===== config.mk =====
export PLATFORM = sky130hd
export DESIGN_NAME = vc_arb_crossbar_flat
export DESIGN_NICKNAME = d
export VERILOG_FILES = /design/src/rtl/vc_arb_crossbar_if.sv /design/src/rtl/vc_arb_crossbar.sv /design/src/flat_wrapper.sv
export SDC_FILE = /design/constraint.sdc
export NUM_CORES = 1
export LEC_CHECK = 0
export CAP_MARGIN = 20
export CORE_MARGIN = 3
export CORE_UTILIZATION = 49
export CTS_BUF_LIST = sky130_fd_sc_hd__clkbuf_16
export DETAILED_ROUTE_END_ITERATION = 10
export PLACE_DENSITY = 0.86
export SYNTH_ARGS = -nofsm -noshare
export SYNTH_HDL_FRONTEND = slang
export SYNTH_SLANG_ARGS = --single-unit

===== constraint.sdc =====
create_clock -name clk -period 4.7 [get_ports clk]
set_clock_uncertainty 0.1 [all_clocks]
set_input_delay 0.94 -clock clk [delete_from_list [all_inputs] [get_ports clk]]
set_output_delay 0.94 -clock clk [all_outputs]
set_load 0.01 [all_outputs]

===== src/rtl/vc_arb_crossbar_if.sv =====
// Handshake bundle for vc_arb_crossbar: N input val/rdy lanes and N output val/rdy lanes.
// Latency: none; wires only.
// Backpressure: carries in_rdy (crossbar -> sender) and out_rdy (sink -> crossbar).
//
// Signals:
//   in_msg/in_dest/in_val -> crossbar, in_rdy <- crossbar   (one lane per input)
//   out_msg/out_val <- crossbar, out_rdy -> crossbar        (one lane per output)
//   bad_dest <- crossbar                                     (dropped-message pulse)
//   cur_sd/in_sd -> crossbar, only when VC_XBAR_SD_ISOLATE_EN is defined
// Modports: master = sender/sink side, slave = crossbar side.
interface vc_arb_crossbar_if #(
    parameter int P_NBITS  = 32,
    parameter int P_NPORTS = 4
);
    localparam int P_DESTW = $clog2(P_NPORTS);

    logic [P_NPORTS*P_NBITS-1:0] in_msg;
    logic [P_NPORTS*P_DESTW-1:0] in_dest;
    logic [P_NPORTS-1:0]         in_val;
    logic [P_NPORTS-1:0]         in_rdy;
    logic [P_NPORTS*P_NBITS-1:0] out_msg;
    logic [P_NPORTS-1:0]         out_val;
    logic [P_NPORTS-1:0]         out_rdy;
    logic                        bad_dest;

`ifdef VC_XBAR_SD_ISOLATE_EN
    logic                        cur_sd;
    logic [P_NPORTS-1:0]         in_sd;

    modport master (
        output in_msg, in_dest, in_val, out_rdy, cur_sd, in_sd,
        input  in_rdy, out_msg, out_val, bad_dest
    );
    modport slave (
        input  in_msg, in_dest, in_val, out_rdy, cur_sd, in_sd,
        output in_rdy, out_msg, out_val, bad_dest
    );
`else
    modport master (
        output in_msg, in_dest, in_val, out_rdy,
        input  in_rdy, out_msg, out_val, bad_dest
    );
    modport slave (
        input  in_msg, in_dest, in_val, out_rdy,
        output in_rdy, out_msg, out_val, bad_dest
    );
`endif
endinterface


===== src/rtl/vc_arb_crossbar.sv =====
// N x N message crossbar, round-robin arbiter and one-entry register per output.
// Latency: 1 cycle from input fire to out_val.
// Backpressure: an output accepts only when its register is empty or draining this cycle.
//
// Ports:
//   clk      - clock, all state on posedge
//   reset_n  - asynchronous active-low reset; in_rdy forced low while asserted
//   xb       - vc_arb_crossbar_if.slave (message lanes, handshakes, bad_dest)
// Optional: VC_XBAR_SD_ISOLATE_EN adds per-input security-domain gating (xb.cur_sd, xb.in_sd).
module vc_arb_crossbar #(
    parameter int P_NBITS  = 32,
    parameter int P_NPORTS = 4
) (
    input logic            clk,
    input logic            reset_n,
    vc_arb_crossbar_if.slave xb
);
    localparam int P_DESTW = $clog2(P_NPORTS);
    // One extra bit so dest >= P_NPORTS and ptr+offset never overflow.
    localparam logic [P_DESTW:0] LP_NPORTS = (P_DESTW+1)'(P_NPORTS);

    logic [P_NPORTS*P_NBITS-1:0] out_msg_q;
    logic [P_NPORTS-1:0]         out_val_q;
    logic                        bad_q;
    logic [P_DESTW-1:0]          ptr [P_NPORTS];

    logic [P_NPORTS-1:0]         elig;
    logic [P_NPORTS-1:0]         bad_hit;
    logic [P_NPORTS-1:0]         space;
    logic [P_NPORTS-1:0]         grant_vld;
    logic [P_DESTW-1:0]          grant_idx [P_NPORTS];
    logic [P_NPORTS-1:0]         in_rdy_c;

`ifdef VC_XBAR_SD_ISOLATE_EN
    // Inputs from another domain are invisible: no request, no drop, no pointer move.
    assign elig = xb.in_val & ~(xb.in_sd ^ {P_NPORTS{xb.cur_sd}});
`else
    assign elig = xb.in_val;
`endif

    always_comb begin
        for (int i = 0; i < P_NPORTS; i++) begin
            bad_hit[i] = elig[i] && ({1'b0, xb.in_dest[i*P_DESTW +: P_DESTW]} >= LP_NPORTS);
        end
    end

    // Per output: scan requesters starting at ptr, wrapping, and take the first one.
    always_comb begin : p_arb
        logic [P_DESTW:0]   cand;
        logic [P_DESTW-1:0] cidx;
        cand      = '0;
        cidx      = '0;
        space     = ~out_val_q | xb.out_rdy;
        grant_vld = '0;
        for (int o = 0; o < P_NPORTS; o++) begin
            grant_idx[o] = '0;
            for (int k = 0; k < P_NPORTS; k++) begin
                cand = {1'b0, ptr[o]} + (P_DESTW+1)'(k);
                if (cand >= LP_NPORTS) begin
                    cand = cand - LP_NPORTS;
                end
                cidx = cand[P_DESTW-1:0];
                if (space[o] && !grant_vld[o] && elig[cidx] &&
                    (xb.in_dest[cidx*P_DESTW +: P_DESTW] == P_DESTW'(o))) begin
                    grant_vld[o] = 1'b1;
                    grant_idx[o] = cidx;
                end
            end
        end
    end

    // Each input names one destination, so it can be granted by at most one output.
    always_comb begin
        in_rdy_c = bad_hit;
        for (int o = 0; o < P_NPORTS; o++) begin
            if (grant_vld[o]) begin
                in_rdy_c[grant_idx[o]] = 1'b1;
            end
        end
    end

    assign xb.in_rdy   = in_rdy_c & {P_NPORTS{reset_n}};
    assign xb.out_msg  = out_msg_q;
    assign xb.out_val  = out_val_q;
    assign xb.bad_dest = bad_q;

    always_ff @(posedge clk or negedge reset_n) begin
        if (!reset_n) begin
            out_msg_q <= '0;
            out_val_q <= '0;
            bad_q     <= 1'b0;
            for (int o = 0; o < P_NPORTS; o++) begin
                ptr[o] <= '0;
            end
        end else begin
            bad_q <= |bad_hit;
            for (int o = 0; o < P_NPORTS; o++) begin
                if (grant_vld[o]) begin
                    // Load also covers the replace-while-draining case.
                    out_msg_q[o*P_NBITS +: P_NBITS] <= xb.in_msg[grant_idx[o]*P_NBITS +: P_NBITS];
                    out_val_q[o] <= 1'b1;
                    ptr[o]       <= (grant_idx[o] == P_DESTW'(P_NPORTS-1)) ? '0 : grant_idx[o] + 1'b1;
                end else if (xb.out_rdy[o]) begin
                    out_val_q[o] <= 1'b0;
                end
            end
        end
    end
endmodule


===== src/flat_wrapper.sv =====
// flat-port wrapper written by rule: the top's interface ports become plain ports
module vc_arb_crossbar_flat 
#(
    parameter int P_NBITS  = 32,
    parameter int P_NPORTS = 4
)
  (clk, reset_n, xb_in_msg, xb_in_dest, xb_in_val, xb_out_rdy, xb_in_rdy, xb_out_msg, xb_out_val, xb_bad_dest);
  vc_arb_crossbar_if #(.P_NBITS(P_NBITS), .P_NPORTS(P_NPORTS)) xb_i ();
  input logic clk;
  input logic reset_n;
  input wire logic [$bits(xb_i.in_msg)-1:0] xb_in_msg;
  input wire logic [$bits(xb_i.in_dest)-1:0] xb_in_dest;
  input wire logic [$bits(xb_i.in_val)-1:0] xb_in_val;
  input wire logic [$bits(xb_i.out_rdy)-1:0] xb_out_rdy;
  output wire logic [$bits(xb_i.in_rdy)-1:0] xb_in_rdy;
  output wire logic [$bits(xb_i.out_msg)-1:0] xb_out_msg;
  output wire logic [$bits(xb_i.out_val)-1:0] xb_out_val;
  output wire logic [$bits(xb_i.bad_dest)-1:0] xb_bad_dest;
  assign xb_i.in_msg = xb_in_msg;
  assign xb_i.in_dest = xb_in_dest;
  assign xb_i.in_val = xb_in_val;
  assign xb_i.out_rdy = xb_out_rdy;
  assign xb_in_rdy = xb_i.in_rdy;
  assign xb_out_msg = xb_i.out_msg;
  assign xb_out_val = xb_i.out_val;
  assign xb_bad_dest = xb_i.bad_dest;
  vc_arb_crossbar #(.P_NBITS(P_NBITS), .P_NPORTS(P_NPORTS)) u_core (.clk(clk), .reset_n(reset_n), .xb(xb_i));
endmodule

# Word-level counts from Yosys, hierarchy flattened
# Index checks and enable logic that the tools add are counted.
# Widths: inputs -> output; s select.
# op_classes
addsub	32
magnitude_cmp	40
n_eq_ne	16
shift	20
mux	104
bitwise_logic	6
n_reduce_logical	68
# op_table
op	n
$shiftx 128x8->32	4
$shiftx 8x4->2	16
$mux 2	36
$lt 2x3->1 const B	20
$logic_and 1x1->1	48
$mux 1	44
$ge 3x3->1 const B	12
$bmux 1 s2	16
$sub 2x1->2 const B	16
$add 2x2->3 const B	8
$eq 2x2->1 const B	12
$mux 4	4
$or 4x4->4	4
$add 2x1->3 const B	4
$ge 2x3->1 const B	4
$logic_not 1->1	12
$add 2x1->2 const B	4
$demux 1 s2	4
$eq 2x1->1 const B	4
$ge 2x1->1 const B	4
$logic_not 2->1	4
$reduce_bool 2->1	4
$and 4x4->4	1
$not 4->4	1
# totals
reg_bits	140
output_inout_bits	137

# Logic depth before layout (Yosys ltp)
# logic_depth
ltp_word	34
mapped_depth	12
depth_no_buf	9

# Least setup slack after synthesis
# Ideal clock, no wire load.
# synth_timing
path_type	in2out
start	input port xb_in_val[1]
end	output port xb_in_rdy[1]
t_arrival_ns	3.193
slack_ns	0.467
path_stages	10
path_buffers	1
path_cell_list	and3_1 or4_1 a21oi_1 o221ai_1 a21oi_4 buf_2 inv_1 ha_1 a222oi_1 a21boi_0
# synth_via
elab_chain_len	32
elab_cells_between_ends	148
cone_classes	order compare (8); mux (76); bitwise (4); reduce/logical (60)
# synth_lines
item	line_no	rtl
start, declared	flat_wrapper.sv:13	input wire logic [$bits(xb_i.in_val)-1:0] xb_in_val;
$bmux 1 s2	vc_arb_crossbar.sv:63	if (space[o] && !grant_vld[o] && elig[cidx] &&
$mux 1 (implied by the code)	vc_arb_crossbar.sv:63	
$logic_and 1x1->1 (2 in series)	vc_arb_crossbar.sv:63	
$mux 1	vc_arb_crossbar.sv:63	
$logic_not 1->1	vc_arb_crossbar.sv:63	
$logic_and 1x1->1 (3 in series)	vc_arb_crossbar.sv:63	
$mux 1	vc_arb_crossbar.sv:63	
$logic_not 1->1	vc_arb_crossbar.sv:63	
(+13 left out)	--	
$mux 4	vc_arb_crossbar.sv:76	if (grant_vld[o]) begin
$or 4x4->4 (no source line)	--	
$mux 4	vc_arb_crossbar.sv:76	
$or 4x4->4 (no source line)	--	
$mux 4	vc_arb_crossbar.sv:76	
$or 4x4->4 (no source line)	--	
$mux 4 *	vc_arb_crossbar.sv:76	
$and 4x4->4 *	vc_arb_crossbar.sv:82	assign xb.in_rdy = in_rdy_c & {P_NPORTS{reset_n}};
end, declared	flat_wrapper.sv:15	output wire logic [$bits(xb_i.in_rdy)-1:0] xb_in_rdy;
# Every way passes the cells marked *; elsewhere a longest branch is shown, timed or not. The select of a mux whose other input is x is not followed.

# Worst setup path after layout
# layout_timing
start	input port xb_in_dest[6]
end	output port xb_in_rdy[0]
# layout_via
elab_chain_len	31
elab_cells_between_ends	144
cone_classes	order compare (8); eq/ne (12); shift (16); mux (44); bitwise (4); reduce/logical (60)
# layout_lines
item	line_no	rtl
start, declared	flat_wrapper.sv:12	input wire logic [$bits(xb_i.in_dest)-1:0] xb_in_dest;
$shiftx 8x4->2	vc_arb_crossbar.sv:64	(xb.in_dest[cidx*P_DESTW +: P_DESTW] == P_DESTW'(o))) begin
$logic_not 2->1	vc_arb_crossbar.sv:64	
$logic_and 1x1->1	vc_arb_crossbar.sv:63	
$mux 1	vc_arb_crossbar.sv:63	
$logic_not 1->1	vc_arb_crossbar.sv:63	
$logic_and 1x1->1 (3 in series)	vc_arb_crossbar.sv:63	
$mux 1	vc_arb_crossbar.sv:63	
$logic_not 1->1	vc_arb_crossbar.sv:63	
(+13 left out)	--	
$mux 4	vc_arb_crossbar.sv:76	
$or 4x4->4 (no source line)	--	
$mux 4	vc_arb_crossbar.sv:76	
$or 4x4->4 (no source line)	--	
$mux 4	vc_arb_crossbar.sv:76	
$or 4x4->4 (no source line)	--	
$mux 4 *	vc_arb_crossbar.sv:76	
$and 4x4->4 *	vc_arb_crossbar.sv:82	
# Every way passes the cells marked *; elsewhere a longest branch is shown, timed or not.

==> summary.md <==
| Metric | Value |
|---|---|
| Critical path launch point type | input pin |
| Post-DP HPWL | 26.0 mm |
| CP delay by family, top | buffers and inverters |
| Final Wtd Congestion | 0.889 |
| Starting DRT DRC Count | 1046 |
| Mapped Area | 10100 µm² |
| Worst Path Required | 3.66 ns |
| Crit Path Class | in -> out |
| Largest net degree at the start of global routing | 68 |
| Routed vias | 10.5k |
| Die Wd | 150 µm |
| Final Hold Fails | 0 |
| Max-cap viol count | 0 |
| Clk slew on worst S/H paths | 0.06 ns |
| Worst stage delay on the critical path | 0.51 ns |
| Status | finished, final reports clean |
| Diodes inserted | 0 |
| DRC violations left | 0 |
| Crit path cell chain | clkdlybuf4s50_1, buf_4, and3b_1, o311ai_1, o211a_1, a2bb2oi_1, a2111oi_4, buf_4, inv_2, ha_1, nand2_1, a21boi_1, dlygate4sd2_1 |
| Final period util | 97.4% |
| Leak | 5.95 nW |
| Yosys reg bits | 140 |
| Clk_lat worst skew | 0.42 ns |
| Share of layout cells above drive strength 1 | 19.4% |
| Area leader, netlist | dfrtp_1 |
| Final instance area | 14400 µm² |
| DRT Pass-1 Iters | 5 |
| Final setup violation count | 0 |
| Slack of the critical path | 0.124 ns |
| Top-count cell post-synth | mux2i_1 |
| DIE AREA | 22400 µm² |
| Area Overhead vs Synth | 42.1% |
| Synth Net Count | 1196 |
| Post-Synthesis Cells | 1034 |
| CTS tree | built |
| Row Count | 51 |
| CTS buffer count | 17 |
| Buffers on Ports | 281 |
| Post-DRT Antenna Nets | 0 |
| WHS | 0.308 ns |
| All-Layer GR Usage | 33.8% |
| CP Buf/Inv Count | 5 |
| Vias in the first global route | 10.8k |
| Slowest cell on crit path | clkdlybuf4s50_1 |
| Commonest cells in the netlist | mux2i_1 (161), nand2_1 (148), dfrtp_1 (140), nor2_1 (119), clkbuf_1 (43) |
| WL/cell | 23.8 µm |
| IO Count | 283 |
| Place WS | -0.300 ns |
| Initial Utilization | 50.9% |
| First-pass GRT wire length | 59.8 mm |
| Fmax | 0.219 GHz |
| Worst Hold Class | in -> async |
| Fillcell total | 1421 |
| Nets | 1505 |
| Avg Cell Area, Syn | 9.80 µm² |
| CTS Hold Bufs | 0 |
| Most numerous cell on the critical path | buf_4 |
| Final Max Slew Viols | 0 |
| Clk buf depth | 2 |
| Unique masters post-synth | 63 |
| H-tree depth | 4 |
| Slew @ Worst Pin | 1.04 ns |
| Slew Limit Headroom | 30.5% |
| Via density | 6.51 |
| WL final | 38.6 mm |
| Critical Path End Type | output pin |
| Final min period | 4.58 ns |
| Peak supply drop | 414 µV |
| Top_reg_cell synth | dfrtp_1 |
| Sequential element share of the synthesized area | 34.6% |
| Clk root buf | clkbuf_16 |
| Initial antenna violation count | 0 |
| Chip height | 150 µm |
| Critical Path AT | 3.54 ns |
| Synth Warn # | 0 |
| Number of synthesized flops with an enable pin | 0 |
| Crit Path Max Fanout | 5 |
| Clock Sinks | 140 |
| GR Overflow Total | 0 |
| Synth top area share | 34.6% |
| Area contributors post-synth | dfrtp_1 (35%), mux2i_1 (16%), nand2_1 (5.5%) |
| Async SR Flop Fraction | 100% |
| Core area | 19900 µm² |
| Pwr/cell area | 540 nW/µm² |
| Cell Area, Placed | 13500 µm² |
[report_power, final]
part | leakage (nW) | switching, mW | internal, mW
clock | 0.308 | 0.564 | 0.942
sequential | 1.63 | 0.447 | 1.75
combinational | 4.01 | 2.08 | 2.00
total | 5.95 | 3.09 | 4.69
[per-stage QoR]
step	setup TNS (ns)	utilization, %	instances	total power [mW]
final	0	72.3	1620	7.78
after global routing	-0.0384	72.3	1620	8.13
after CTS	-0.0932	71.5	1606	7.70
after detailed placement	-1.03	67.8	1569	6.13
after global placement	-1.04	67.8	1569	6.01
after floorplan	0	-	1034	4.22
[final cells by class]
type	count	area, µm²	area share, %
multi-input combinational	792	6290	43.7
timing repair buffer	381	3590	24.9
sequential	140	3500	24.3
clock buffer	17	425	2.95
tap	265	332	2.30
clock inverter	14	216	1.50
inverter	11	42.5	0.295
[worst register-to-register path, stage by stage, from the launching register on]
cell       delay [ns]
dfrtp_1          0.54
clkinv_1         0.32
o311ai_1         0.15
o211a_1          0.19
a2bb2oi_1        0.29
a2111oi_4        0.10
buf_4            0.18
buf_4            0.26
nor2b_4          0.86
buf_4            0.37
a31oi_2          0.12
[logic make-up after synthesis]
group	count (synthesis)	synth area share (%)
AO/OA/AOI/OAI	245	25.4
adder cells (fa/ha/maj)	16	1.98
buffers and inverters	102	5.16
flip-flops	140	34.6
multiplexers	165	16.5
other	1	0.0370
AND/OR/NAND/NOR	365	16.4
[state kept, by name (all words and copies together), names as in the netlist]
register,cells
u_core.ptr,8
u_core.xb.out_msg,128
u_core.xb.out_val,4
[cells in the final DEF (no fill, tap or decap), drive strengths merged, types with 34 or more instances in the layout]
master           n
a2111oi         34
a221oi          65
a31oi           37
and2            34
buf            102
clkdlybuf4s50  270
dfrtp          140
mux2i          161
nand2          148
nor2           119
[worst paths after layout]
| kind | startpoint | end | slack (ns) | cells after the start |
|---|---|---|---|---|
| max in group asynchronous | reset_n | u_core.ptr[7]$_DFFE_PN0N_ | 2.96 | 2 |
| min in group clk | u_core.xb.out_msg[13]$_DFFE_PN0N_ | u_core.xb.out_msg[13]$_DFFE_PN0N_ | 0.46 | 2 |
| max reg2reg | u_core.ptr[3]$_DFFE_PN0N_ | u_core.xb.out_msg[74]$_DFFE_PN0N_ | 1.09 | 10 |
| max | xb_in_dest[6] | xb_in_rdy[0] | 0.12 | 13 |
| min reg2reg | u_core.xb.out_msg[13]$_DFFE_PN0N_ | u_core.xb.out_msg[13]$_DFFE_PN0N_ | 0.46 | 2 |
| min | reset_n | u_core.xb.out_msg[59]$_DFFE_PN0N_ | 0.31 | 1 |
[routing by layer]
layer	part of all wire [%]	vias to the layer above	routed length [µm]	track usage, %
met2	47	744	18300	55.3
met1	37	5127	14300	41.0
met4	4.7	0	1810	17.2
met5	0	-	0	0
met3	11	146	4210	9.30
li1	-	4525	-	-
[repair_timing]
action,in CTS,in global routing
buffers inserted,6,13
gates resized for setup,18,24
endpoints found under the hold margin,0,0
pin swaps,6,18
endpoints found under the setup margin,4,4
Note: power is estimated with default switching activity, not from simulation.
